<file path="config.mk">
export PLATFORM = sky130hd
export DESIGN_NAME = mem_port_arbiter
export DESIGN_NICKNAME = d
export VERILOG_FILES = /design/src/rtl/mem_port_arbiter.sv
export SDC_FILE = /design/constraint.sdc
export NUM_CORES = 1
export LEC_CHECK = 0
export CAP_MARGIN = 40
export CORE_MARGIN = 3
export CORE_UTILIZATION = 40
export DETAILED_ROUTE_END_ITERATION = 16
export DONT_BUFFER_PORTS = 1
export PLACE_DENSITY = 0.57
export SYNTH_ARGS = -nofsm -noshare
export SYNTH_HDL_FRONTEND = slang
export SYNTH_SLANG_ARGS = --single-unit
</file>
<file path="constraint.sdc">
create_clock -name clk -period 1.8 [get_ports clk]
set_clock_uncertainty 0.2 [all_clocks]
set_input_delay 0.36 -clock clk [delete_from_list [all_inputs] [get_ports clk]]
set_output_delay 0.36 -clock clk [all_outputs]
set_load 0.005 [all_outputs]
</file>
<file path="src/rtl/mem_port_arbiter.sv">
// Shares one fixed-latency single-ported memory between instruction fetch and
// data access. Data has priority, with a streak limit so fetch cannot starve.
module mem_port_arbiter #(
  parameter int ADDR_W     = 12,
  parameter int LAT        = 1,
  parameter int MAX_STREAK = 2
) (
  input  logic              clk,
  input  logic              rst,
  input  logic              if_req,
  input  logic [ADDR_W-1:0] if_addr,
  output logic              if_ack,
  output logic [31:0]       if_rdata,
  output logic              if_stall,
  input  logic              d_req,
  input  logic              d_we,
  input  logic [ADDR_W-1:0] d_addr,
  input  logic [31:0]       d_wdata,
  input  logic [2:0]        d_func3,
  output logic              d_ack,
  output logic [31:0]       d_rdata,
  output logic              d_stall,
  output logic              mem_en,
  output logic              mem_we,
  output logic [ADDR_W-1:0] mem_addr,
  output logic [31:0]       mem_wdata,
  output logic [2:0]        mem_func3,
  input  logic [31:0]       mem_rdata,
  output logic              busy,
  output logic              owner
);

  localparam logic [2:0] LAT_C    = 3'(LAT);
  localparam logic [2:0] STREAK_C = 3'(MAX_STREAK);

  typedef enum logic [1:0] {IDLE, ACCESS, WAIT, RESP} state_t;

  state_t              state_reg, state_next;
  logic                owner_reg;
  logic [ADDR_W-1:0]   addr_reg;
  logic                we_reg;
  logic [31:0]         wdata_reg;
  logic [2:0]          func3_reg;
  logic [2:0]          streak_reg, streak_next;
  logic [2:0]          cnt_reg;
  logic                mem_en_reg;
  logic                if_ack_reg, d_ack_reg;
  logic [31:0]         if_rdata_reg, d_rdata_reg;

  logic                grant_data;
  logic                load;
  logic                capture;

  // Data wins unless fetch has already waited through a full streak.
  assign grant_data = d_req & ~(if_req & (streak_reg == STREAK_C));

  always_comb begin
    state_next  = state_reg;
    load        = 1'b0;
    capture     = 1'b0;
    streak_next = streak_reg;
    case (state_reg)
      IDLE: begin
        if (if_req | d_req) begin
          load       = 1'b1;
          state_next = ACCESS;
          if (grant_data && if_req)
            streak_next = (streak_reg == STREAK_C) ? streak_reg : streak_reg + 3'd1;
          else
            streak_next = 3'd0;
        end
      end
      ACCESS: state_next = WAIT;
      WAIT: begin
        // Counter hits zero on this decrement: mem_rdata is valid now.
        if (cnt_reg == 3'd1) begin
          capture    = 1'b1;
          state_next = RESP;
        end
      end
      RESP:    state_next = IDLE;
      default: state_next = IDLE;
    endcase
  end

  always_ff @(posedge clk or negedge rst) begin
    if (!rst) begin
      state_reg    <= IDLE;
      owner_reg    <= 1'b0;
      addr_reg     <= '0;
      we_reg       <= 1'b0;
      wdata_reg    <= '0;
      func3_reg    <= '0;
      streak_reg   <= '0;
      cnt_reg      <= '0;
      mem_en_reg   <= 1'b0;
      if_ack_reg   <= 1'b0;
      d_ack_reg    <= 1'b0;
      if_rdata_reg <= '0;
      d_rdata_reg  <= '0;
    end else begin
      state_reg  <= state_next;
      mem_en_reg <= load;
      if (load) begin
        owner_reg  <= grant_data;
        addr_reg   <= grant_data ? d_addr : if_addr;
        we_reg     <= grant_data & d_we;
        wdata_reg  <= d_wdata;
        func3_reg  <= grant_data ? d_func3 : 3'b010;
        streak_reg <= streak_next;
      end
      if (state_reg == ACCESS)
        cnt_reg <= LAT_C;
      else if (state_reg == WAIT)
        cnt_reg <= cnt_reg - 3'd1;
      if_ack_reg <= capture & ~owner_reg;
      d_ack_reg  <= capture & owner_reg;
      if (capture && !owner_reg)
        if_rdata_reg <= mem_rdata;
      // Stores complete through the same path but keep the last load value.
      if (capture && owner_reg && !we_reg)
        d_rdata_reg <= mem_rdata;
    end
  end

  assign mem_en    = mem_en_reg;
  assign mem_we    = we_reg;
  assign mem_addr  = addr_reg;
  assign mem_wdata = wdata_reg;
  assign mem_func3 = func3_reg;
  assign if_ack    = if_ack_reg;
  assign d_ack     = d_ack_reg;
  assign if_rdata  = if_rdata_reg;
  assign d_rdata   = d_rdata_reg;
  assign if_stall  = if_req & ~if_ack_reg;
  assign d_stall   = d_req & ~d_ack_reg;
  assign busy      = (state_reg != IDLE);
  assign owner     = owner_reg;

endmodule

</file>
# Word-level counts from Yosys, hierarchy flattened
# Index checks and enable logic that the tools add are counted.
[classes]
n_reduce_logical = 11
n_mux = 13
n_bitwise = 12
n_addsub = 2
eq_ne = 8
[op_table]
columns = ["cell", "n"]
rows = [
  ["$mux 3", 5],
  ["$mux 12", 1],
  ["$pmux 2 s4", 1],
  ["$and 1x1->1", 7],
  ["$ne 2x2->1 const B", 3],
  ["$eq 2x2->1 const B", 2],
  ["$logic_and 1x1->1", 4],
  ["$mux 1", 4],
  ["$mux 2", 2],
  ["$not 1->1", 4],
  ["$reduce_and 4->1", 1],
  ["$reduce_bool 2->1", 2],
  ["$add 3x1->3 const B", 1],
  ["$eq 3x1->1 const B", 1],
  ["$eq 3x2->1 const B", 1],
  ["$sub 3x1->3 const B", 1],
  ["$eq 2x1->1 const B", 1],
  ["$logic_not 1->1", 2],
  ["$logic_not 2->1", 1],
  ["$reduce_and 2->1", 1],
  ["$or 1x1->1", 1],
]
[word_totals]
word_cells = 59
ff_bits = 124
input_bits = 96

# Logic depth before layout (Yosys ltp)
[logic_depth]
word_depth = 7
ltp_mapped = 8

# Worst setup path after synthesis
# No wires, ideal clock.
[synth_timing]
kind = "register to register"
startpoint = "register state_reg[0]"
endpoint = "register d_rdata_reg[10] (netlist: d_rdata[10])"
required_ns = 1.475
t_arrival_ns = 1.531
path_stages_with_launch = 8
path_buffers = 2
setup_ns = 0.125
path_slack_ns = -0.057
cell_sequence = "dfrtp_1 -> inv_1 -> ha_1 -> and4b_1 -> nor2b_4 -> buf_6 -> buf_12 -> mux2_4"
[synth_via]
elab_chain_cells = 4
[synth_lines]
columns = ["item", "line", "rtl"]
rows = [
  ["start, declared", "38", "state_t state_reg, state_next;"],
  ["start signal, assigned", "102", "state_reg <= state_next;"],
  ["$eq 2x2->1", "62", "case (state_reg)"],
  ["$mux 1", "62", ""],
  ["$logic_and 1x1->1 (2 in a row)", "121", "if (capture && owner_reg && !we_reg)"],
  ["end signal, assigned", "122", "d_rdata_reg <= mem_rdata;"],
  ["end, declared", "48", "logic [31:0] if_rdata_reg, d_rdata_reg;"],
]
# No other way between the ends.
# A chain may end at the register's enable or synchronous reset.

# Worst setup path in the final report
[layout_timing]
startpoint = "register state_reg[1]"
endpoint = "output port busy"
[layout_via]
elab_chain_cells = 1
[layout_lines]
columns = ["item", "line", "rtl"]
rows = [
  ["$reduce_bool 2->1", "137", "assign busy = (state_reg != IDLE);"],
  ["end, declared", "29", "output logic busy,"],
]
# No other way between the ends.

==> run_results.csv <==
group,metric,value,unit
run_status,status,"finished with violations",
run_status,violations,"hold timing, setup timing",
min_path,hold_path_class,"primary input to asynchronous set/reset pin",
final_layout,multiInputGateArea,1990,sq um
placement,dpl-instance-area,5420,sq um
worst_setup_path,worst_ep_required_time,1.24,ns
job,drv_cap,0,
sta,setup_viol,69,
placement,io_buffer_count,0,
final_layout,fill_cells,871,
logic_synthesis,synth-xor-area-share,0,%
grt,grt_pass1_vias,3968,
logic_synthesis,synth_area,5130,sq um
worst_setup_path,rrSetupSlack,-0.11,ns
final_layout,ff_latch_area,3100,sq um
placement,dp.cells,574,
logic_synthesis,synth-adder-area-share,1.71,%
worst_setup_path,regToRegEndpoint,"d_rdata[26]",
sta,hold_violations,124,
sta,slew_viol_final,0,
final_layout,synthToLayoutAreaGrowth,46.7,%
worst_setup_path,crit_path_start_kind,"register",
power_and_ir_drop,power,13.7,mW
sta,slew_headroom,66.3,%
logic_synthesis,synth_top_family_by_area,"multiplexers",
logic_synthesis,ys.flop_type,"dfrtp_1",
cts,clk_latency,0.40,ns
routing,routed_wirelength,14300,microns
worst_setup_path,r2r_cells,6,
cts,clock_sinks,124,
placement,preCtsSetupSlack,-0.136,ns
floorplan,die_w,119,microns
grt,grt_pass1_wl,21900,microns
final_layout,nets,644,
sta,worstMarginPinSlew,0.504,ns
floorplan,start_util,41.9,%
worst_setup_path,startpoint,"state_reg[1]",
sta,finalCritPeriodShare,106,%
cts,cts_buffers,17,
final_layout,drive_above_1_share,28.2,%
logic_synthesis,synth-edff-count,0,
final_layout,stdcell_area,7530,sq um
cts,clock_path_buffers,2,
floorplan,die_y,119,microns
cts,cts_hold_buf,94,
routing,wl_per_cell,19.8,microns
logic_synthesis,async_flop_share,100,%
grt,grt-ovfl-total,0,
floorplan,coreArea,12300,sq um
worst_setup_path,worstPathMaxFanout,9,
logic_synthesis,syn_nets,512,
power_and_ir_drop,p_per_area,1810,nW/um^2
sta,fin_crit,1.91,ns
grt,grt_max_degree,125,
cts,cts_tree,"done",
logic_synthesis,synth.distinct_cells,30,
floorplan,die-area,14200,sq um
logic_synthesis,ys_ff_latch,124,
sta,rsz0062_at_grt,"yes",
power_and_ir_drop,leakagePower,3.52,nW
floorplan,rows,40,
logic_synthesis,synth_area_per_cell,12.6,sq um
routing,dr.first_iter.drc_count,183,
placement,hpwl,8020,microns
final_layout,final_cells,722,
routing,first_pass_iters,6,
worst_setup_path,r2r_start,"state_reg[0]",
logic_synthesis,synthMuxAreaShare,16.9,%
worst_setup_path,crit_path_end_kind,"primary output",
routing,vias,3727,
power_and_ir_drop,ir_worst_vdd,0.000728,V
routing,ant_nets,0,
logic_synthesis,synth-compound-area-share,3.87,%
logic_synthesis,yosys_warnings,0,
routing,viasPerCell,5.16,
grt,gr-usage-all-layers,19.6,%
logic_synthesis,seq_area_frac_synth,60.4,%
worst_setup_path,worstSetupPathType,"register to primary output",
cts,h-tree-depth,4,
placement,gp_congestion,0.730,
cts,ctsRootBufferMaster,"clkbuf_16",
grt,antenna_found_initial,0,
sta,timing.fmax,523,MHz
logic_synthesis,yosys.area_share.simple,12.9,%
logic_synthesis,syn_inst,409,
cts,cts.clk_slew.worst_paths,0.06,ns
final_layout,utilization,61.4,%
routing,drcViolationCount,0,
worst_setup_path,critPathArrivalTime,1.35,ns
final_layout,antennaDiodeCount,0,
floorplan,ioPinCount,215,
sta,hold_ws,-0.550,ns
sta,layout_setup_ws,-0.112,ns
worst max-delay path, cell delays in order, from the launching register on:
cell	delay, ns
dfrtp_1	0.41
buf_4	0.16
inv_4	0.06
ha_4	0.15
buf_12	0.12
inv_1	0.05
area by class of cell:
cell class	count	area share, %
Sequential cell	124	41.2
Multi-Input combinational cell	252	26.4
Timing Repair Buffer	138	19.8
Clock buffer	19	5.88
Clock inverter	13	3.49
Tap cell	168	2.79
Inverter	8	0.498
layout by cell type, fill, tap and decap left out, types with 5 or more instances in the layout:
| master | count |
|---|---|
| bufinv_16 | 7 |
| mux2_4 | 62 |
| o211ai_1 | 13 |
| clkinv_4 | 6 |
| dlygate4sd3_1 | 94 |
| clkbuf_16 | 19 |
| dfrtp_1 | 124 |
| nor2_1 | 6 |
| buf_4 | 25 |
| nand2_1 | 125 |
| nand4_1 | 12 |
| buf_6 | 6 |
| a32o_1 | 5 |
| buf_12 | 8 |
synth_stat cells (2+ instances only):
library cell | number | area share (%)
o22a_1 | 2 | 0.34
a32o_1 | 5 | 0.97
o22ai_1 | 2 | 0.24
dfrtp_1 | 124 | 60
buf_12 | 3 | 1.2
mux2_4 | 30 | 8.8
buf_6 | 4 | 0.88
ha_1 | 7 | 1.7
inv_1 | 7 | 0.51
buf_2 | 9 | 0.88
clkbuf_1 | 8 | 0.58
nand4_1 | 12 | 1.5
nand2_1 | 126 | 9.2
mux2_2 | 36 | 7.9
nor2_1 | 6 | 0.44
nor2b_1 | 2 | 0.24
o211ai_1 | 13 | 1.9
worst max-delay path by stage:
stage,endpoint,depth (start not counted),slack (ns)
after floorplan,d_rdata[10],7,-0.05
after global placement,d_rdata[19],6,-0.08
after detailed placement,d_rdata[26],6,-0.14
after CTS,if_rdata[0],8,-0.14
after global routing,d_rdata[26],6,-0.17
final,busy,5,-0.11
layer usage:
metal | track usage, % | wire length, microns | up-vias
li1 | - | - | 1649
met1 | 23.1 | 5690 | 1859
met2 | 33.2 | 7030 | 207
met3 | 7.31 | 1420 | 12
met4 | 6.44 | 130 | 0
met5 | 0 | 0 | -
report_power, final:
group | internal, mW | leakage, nW | switching, mW
Clock | 2.79 | 0.342 | 1.26
Combinational | 2.59 | 1.64 | 1.71
Sequential | 4.13 | 1.54 | 1.18
Total | 9.51 | 3.52 | 4.15
stage by stage:
stage               TNS, ns  hold WS [ns]
floorplan             -1.62        -0.136
global placement      -3.89        -0.133
detailed placement    -5.83        -0.133
CTS                   -5.50        -0.569
global route          -9.35        -0.580
finish                -3.94        -0.550
logic make-up after synthesis:
logic type | Yosys count
flops | 124
buf+inv | 33
fa+ha+maj | 7
compound gates | 25
simple gates | 153
mux | 67
what timing repair did:
action                     CTS  global route
resized for setup           40            17
cloned                       3             2
setup endpoints to repair   77            81
setup buffers                6            14
hold endpoints to repair   240           124
pin swaps                    1             1
Note: power is estimated with default switching activity, not from simulation.
